File: config.mk
export PLATFORM = sky130hd
export DESIGN_NAME = parity_stream_gen
export DESIGN_NICKNAME = d
export VERILOG_FILES = /design/src/rtl/parity_pkg.sv /design/src/rtl/parity_stream_gen_accum.sv /design/src/rtl/parity_stream_gen.sv
export SDC_FILE = /design/constraint.sdc
export NUM_CORES = 1
export LEC_CHECK = 0
export CORE_AREA = 2 2 60 62
export DETAILED_ROUTE_END_ITERATION = 10
export DIE_AREA = 0 0 62 64
export PLACE_DENSITY = 0.7
export SLEW_MARGIN = 10
export SYNTH_ARGS = -nofsm -noshare
export SYNTH_HDL_FRONTEND = slang
export SYNTH_SLANG_ARGS = --single-unit
File: constraint.sdc
create_clock -name clk -period 1.95 [get_ports clk]
set_input_delay 0.39 -clock clk [delete_from_list [all_inputs] [get_ports clk]]
set_output_delay 0.39 -clock clk [all_outputs]
set_load 0.01 [all_outputs]
File: src/rtl/parity_pkg.sv
// Shared types and helpers for the parity stream generator.
package parity_pkg;

  typedef enum logic {
    PAR_EVEN = 1'b0,
    PAR_ODD  = 1'b1
  } par_mode_e;

  // Packet framing state: either between packets or inside a multi-beat packet.
  typedef logic [0:0] pkt_state_t;
  localparam pkt_state_t ST_IDLE   = 1'b0;
  localparam pkt_state_t ST_IN_PKT = 1'b1;

  // Widest word the reduction helper handles; narrower words are zero-extended,
  // which leaves their parity unchanged.
  localparam int unsigned PAR_MAX_W = 1024;

  function automatic logic reduce_par(input logic [PAR_MAX_W-1:0] word);
    return ^word;
  endfunction

endpackage

File: src/rtl/parity_stream_gen_accum.sv
// Packet parity accumulator: framing state, packet parity, saturating beat count
// and the parity mode latched at the first beat of each packet.
module parity_accum
  import parity_pkg::*;
#(
  parameter int unsigned DATA_W      = 8,
  parameter int unsigned CNT_W       = 8,
  parameter bit          ODD_DEFAULT = 1'b0
) (
  input  logic              clk,
  input  logic              rst_n,
  input  logic              accept,
  input  logic [DATA_W-1:0] data,
  input  logic              last,
  input  logic              odd_mode,
  output logic              beat_par,
  output logic              pkt_par,
  output logic [CNT_W-1:0]  pkt_beats
);

  localparam logic [CNT_W-1:0] CntMax = '1;

  pkt_state_t        state_q, state_d;
  par_mode_e         mode_q;
  logic              acc_q;
  logic [CNT_W-1:0]  cnt_q;

  logic              in_idle;
  logic              mode;
  logic              data_par;
  logic              acc_new;
  logic [CNT_W-1:0]  cnt_new;

  always_comb begin
    in_idle  = (state_q == ST_IDLE);
    mode     = in_idle ? odd_mode : (mode_q == PAR_ODD);
    data_par = reduce_par(PAR_MAX_W'(data));
    acc_new  = in_idle ? data_par : (acc_q ^ data_par);
    if (in_idle) begin
      cnt_new = CNT_W'(1);
    end else if (cnt_q == CntMax) begin
      cnt_new = cnt_q;
    end else begin
      cnt_new = cnt_q + CNT_W'(1);
    end
    state_d = last ? ST_IDLE : ST_IN_PKT;
  end

  assign beat_par  = data_par ^ mode;
  assign pkt_par   = acc_new ^ mode;
  assign pkt_beats = cnt_new;

  always_ff @(posedge clk or negedge rst_n) begin
    if (!rst_n) begin
      state_q <= ST_IDLE;
      mode_q  <= par_mode_e'(ODD_DEFAULT);
      acc_q   <= 1'b0;
      cnt_q   <= '0;
    end else if (accept) begin
      state_q <= state_d;
      acc_q   <= acc_new;
      cnt_q   <= cnt_new;
      // Mode is latched only on a packet's first beat; later changes are ignored.
      if (in_idle) begin
        mode_q <= par_mode_e'(odd_mode);
      end
    end
  end

endmodule

File: src/rtl/parity_stream_gen.sv
// Pipelined per-beat / per-packet parity generator on a valid/ready stream.
// Optional receive-parity checking is enabled by defining PARITY_STREAM_CHECK_EN.
module parity_stream_gen
  import parity_pkg::*;
#(
  parameter int unsigned DATA_W      = 8,
  parameter int unsigned CNT_W       = 8,
  parameter bit          ODD_DEFAULT = 1'b0
) (
  input  logic              clk,
  input  logic              rst_n,
  input  logic              odd_mode,
  input  logic              s_valid,
  output logic              s_ready,
  input  logic [DATA_W-1:0] s_data,
  input  logic              s_last,
`ifdef PARITY_STREAM_CHECK_EN
  input  logic              s_par,
  output logic              m_err,
  output logic [15:0]       err_cnt,
`endif
  output logic              m_valid,
  input  logic              m_ready,
  output logic [DATA_W-1:0] m_data,
  output logic              m_last,
  output logic              m_beat_par,
  output logic              m_pkt_par,
  output logic [CNT_W-1:0]  m_pkt_beats
);

  logic              m_valid_q;
  logic [DATA_W-1:0] m_data_q;
  logic              m_last_q;
  logic              m_beat_par_q;
  logic              m_pkt_par_q;
  logic [CNT_W-1:0]  m_pkt_beats_q;

  logic              accept;
  logic              beat_par;
  logic              pkt_par;
  logic [CNT_W-1:0]  pkt_beats;

  assign s_ready = !m_valid_q || m_ready;
  assign accept  = s_valid && s_ready;

  parity_accum #(
    .DATA_W      (DATA_W),
    .CNT_W       (CNT_W),
    .ODD_DEFAULT (ODD_DEFAULT)
  ) u_accum (
    .clk       (clk),
    .rst_n     (rst_n),
    .accept    (accept),
    .data      (s_data),
    .last      (s_last),
    .odd_mode  (odd_mode),
    .beat_par  (beat_par),
    .pkt_par   (pkt_par),
    .pkt_beats (pkt_beats)
  );

  always_ff @(posedge clk or negedge rst_n) begin
    if (!rst_n) begin
      m_valid_q     <= 1'b0;
      m_data_q      <= '0;
      m_last_q      <= 1'b0;
      m_beat_par_q  <= 1'b0;
      m_pkt_par_q   <= 1'b0;
      m_pkt_beats_q <= '0;
    end else if (accept) begin
      m_valid_q     <= 1'b1;
      m_data_q      <= s_data;
      m_last_q      <= s_last;
      m_beat_par_q  <= beat_par;
      m_pkt_par_q   <= pkt_par;
      m_pkt_beats_q <= pkt_beats;
    end else if (m_ready) begin
      m_valid_q     <= 1'b0;
    end
  end

  assign m_valid     = m_valid_q;
  assign m_data      = m_data_q;
  assign m_last      = m_last_q;
  assign m_beat_par  = m_beat_par_q;
  assign m_pkt_par   = m_pkt_par_q;
  assign m_pkt_beats = m_pkt_beats_q;

`ifdef PARITY_STREAM_CHECK_EN
  logic        m_err_q;
  logic [15:0] err_cnt_q;
  logic        beat_err;

  assign beat_err = (s_par != beat_par);

  always_ff @(posedge clk or negedge rst_n) begin
    if (!rst_n) begin
      m_err_q   <= 1'b0;
      err_cnt_q <= '0;
    end else if (accept) begin
      m_err_q <= beat_err;
      if (beat_err && (err_cnt_q != 16'hFFFF)) begin
        err_cnt_q <= err_cnt_q + 16'd1;
      end
    end
  end

  assign m_err   = m_err_q;
  assign err_cnt = err_cnt_q;
`endif

endmodule

==> out/qor.yml, run 1 <==
vdd_drop_max_v: 0.000279
finalPower_mw: 1.45
num-fill-cells: 311
p_int_uw: 978
via_count: 996
rsz0062_at_grt: "false"
arrival_ps: 1490
vias_per_cell: 4.79
seq_power_share_pct: 45.4
grt_overflow_total: 0
critical_path_class: "in -> out"
end_kind: "output port"
clk_pin_slew_worst_paths_ps: 130
status: "complete, no violations"
p_per_area_nw_per_um2: 915
required_ps: 1560
portBuffers: 34
crit_path_cell_trace: "clkdlybuf4s50_1, nand2b_1, clkdlybuf4s50_1"
cp-start-kind: "primary input"
combPwrFrac_pct: 38.8
synth_cell_types: 26
synth_seq_area_share_pct: 51.3
drc: 0
die_y_um: 64
layout.nets: 178
r2r-end: "u_accum.cnt_q[5]$_DFFE_PN0P_"
fmax_mhz: 531
drt_iter0_markers: 33
cts_tree: "built"
swShare_pct: 32.6
antenna_found_initial: 0
synth.net_count: 138
slowest_delay_ps: 540
hpwl_um: 1770
coreArea_um2: 3280
clockBufferDepth: 2
syn_area_um2: 1120
synth_top_area_cell: "dfrtp_1"
area_growth_pct: 41.6
htree_levels: 1
grt_pass1_wl_um: 4060
globalplace.congestion: 0.778
worst_pin_slew_ps: 321
slew_viol_final: 0
routed_wl_um: 2400
hold_path.class: "in -> async"
final_layout_size_suffix_gt1_share_pct: 7.41
wire_per_inst_um: 11.5
track_usage_pct: 13.7
clock_latency_ps: 320
crit_fanout: 2
fin_ws_ps: 65.6
cts_sinks: 23
p_clk_share_pct: 15.7
r2r_slack_ps: 220
grt_pass1_vias: 969
slowest_stage: "clkdlybuf4s50_1"
cp_common_cell: "clkdlybuf4s50_1"
r2r-start: "u_accum.cnt_q[0]$_DFFE_PN0P_"
antenna_left: 0
period_share_pct: 96.6
fin_crit_ps: 1880
ys_warn_count: 0
dieArea_um2: 3970
initial_utilization_pct: 34.1
syn_area_per_cell_um2: 9.11
antennaDiodeCount: 0
firstDrtPassIters: 4
grt_max_degree: 24
numCtsBuffers: 3
core.rowCount: 21
rr_worst_depth: 6
netlist.area_leader.share_pct: 51.3
synthesis.instances: 123
layout_commonest_cell: "nand2_1"
ys_ff_latch: 23
hold_violations: 0
ctsHoldBuffers: 0
post_cts_buffers: 0
post-place-ws_ps: -110
worst_clock_skew_ps: 8.52
io_pins: 35
p_sw_uw: 474
setup_viol: 0
fp.dieW_um: 62
slew_headroom_pct: 78.0
synth_area_leaders: "dfrtp_1, nand2_1, xnor2_1"
maxCapViolations: 0
leakage_nw: 0.702
final_cell_mix: "nand2_1, clkdlybuf4s50_1, dfrtp_1"
cts_resized: 0
cts_root_buffer: "clkbuf_4"
## through the flow
stage	area, µm²	TNS, ps	hold WS [ps]	cells	utilization [%]
global route	1590	0	432	208	48.3
finish	1590	0	406	208	48.3
CTS	1590	0	410	208	48.3
global placement	1560	-53.4	461	204	47.4
floorplan	1120	0	94.4	123	-
detailed placement	1560	-139	473	204	47.4
## critical path, delay by kind of cell
kind,cells,cell delay (ps)
buf+inv,2,990
simple gates,1,120
## Yosys cell counts
library cell and count:
nand2_1 36, and4_1 1, clkbuf_1 5, nand2b_1 2
inv_1 2, o21ai_0 7, a2bb2oi_1 1, xor2_1 2
dfrtp_1 23, o22ai_1 1, o21ai_1 1, mux2_2 1
mux2i_1 2, a211oi_1 1, nor2_1 5, nand4_1 1
and3_1 2, and2_0 1, a31oi_1 2, xnor2_1 6
xnor3_1 1, and2_1 1, xnor2_2 1, ha_1 1
a21oi_1 9, nand3_1 8
## cells by family (layout without fill, tap and decap cells)
| kind of cell | after synthesis | count (layout) | share of synthesized area [%] |
|---|---|---|---|
| buffers and inverters | 7 | 46 | 2.34 |
| multiplexers | 3 | 3 | 2.79 |
| adder cells (fa/ha/maj) | 1 | 1 | 1.12 |
| AO/OA/AOI/OAI | 22 | 22 | 10.7 |
| flip-flops | 23 | 23 | 51.3 |
| AND/OR/NAND/NOR | 57 | 57 | 22.0 |
| XOR/XNOR | 10 | 10 | 9.71 |
## layer usage
metal / vias up / part of all wire, % / GRT usage (%)
met2: 37 / 47 / 21.6
met1: 466 / 46 / 17.0
li1: 490 / - / -
met5: - / 0 / 0
met4: 0 / 1.6 / 7.18
met3: 3 / 5.8 / 2.63
## state kept, by name, indices dropped and copies added (netlist names)
register	flops
m_beat_par	1
m_data	8
m_last	1
m_pkt_par	1
m_valid	1
u_accum.acc_q	1
u_accum.cnt_q	8
u_accum.mode_q	1
u_accum.state_q	1
## power by group through the flow
stage | Sequential [mW] | Clock (mW) | Combinational (mW)
global placement | 0.662 | 0 | 0.553
CTS | 0.660 | 0.238 | 0.573
finish | 0.660 | 0.229 | 0.564
detailed placement | 0.670 | 0 | 0.572
floorplan | 0.693 | 0 | 0.255
global route | 0.677 | 0.258 | 0.622
## how the worst max path moves through the flow
stage               depth (start not counted)                      endpoint                    startpoint  slack [ps]
finish                                      3                       s_ready                       m_ready          70
global route                                3                       s_ready                       m_ready           9
CTS                                         3                       s_ready                       m_ready          50
detailed placement                          6         m_pkt_par$_DFFE_PN0P_                     s_data[7]        -110
global placement                            6         m_pkt_par$_DFFE_PN0P_                     s_data[7]         -50
floorplan                                   6  u_accum.cnt_q[5]$_DFFE_PN0P_  u_accum.cnt_q[0]$_DFFE_PN0P_         300
## area by class of cell
cell class | count | area, µm² | share of cell area (%)
Timing Repair Buffer | 40 | 398 | 25.1
Clock inverter | 1 | 7.51 | 0.473
Multi-Input combinational cell | 93 | 519 | 32.7
Sequential cell | 23 | 576 | 36.2
Inverter | 2 | 7.51 | 0.473
Tap cell | 46 | 57.6 | 3.62
Clock buffer | 3 | 22.5 | 1.42
Power figures use the tool's default switching activity.
==> run 2: changes to the inputs <==
--- a/config.mk
+++ b/config.mk
@@ -13,3 +13,4 @@
 export SYNTH_ARGS = -nofsm -noshare
 export SYNTH_HDL_FRONTEND = slang
 export SYNTH_SLANG_ARGS = --single-unit
+export TNS_END_PERCENT = 100
==> results of run 2 <==
Final layout, timing and power as in run 1 (identical DEF).
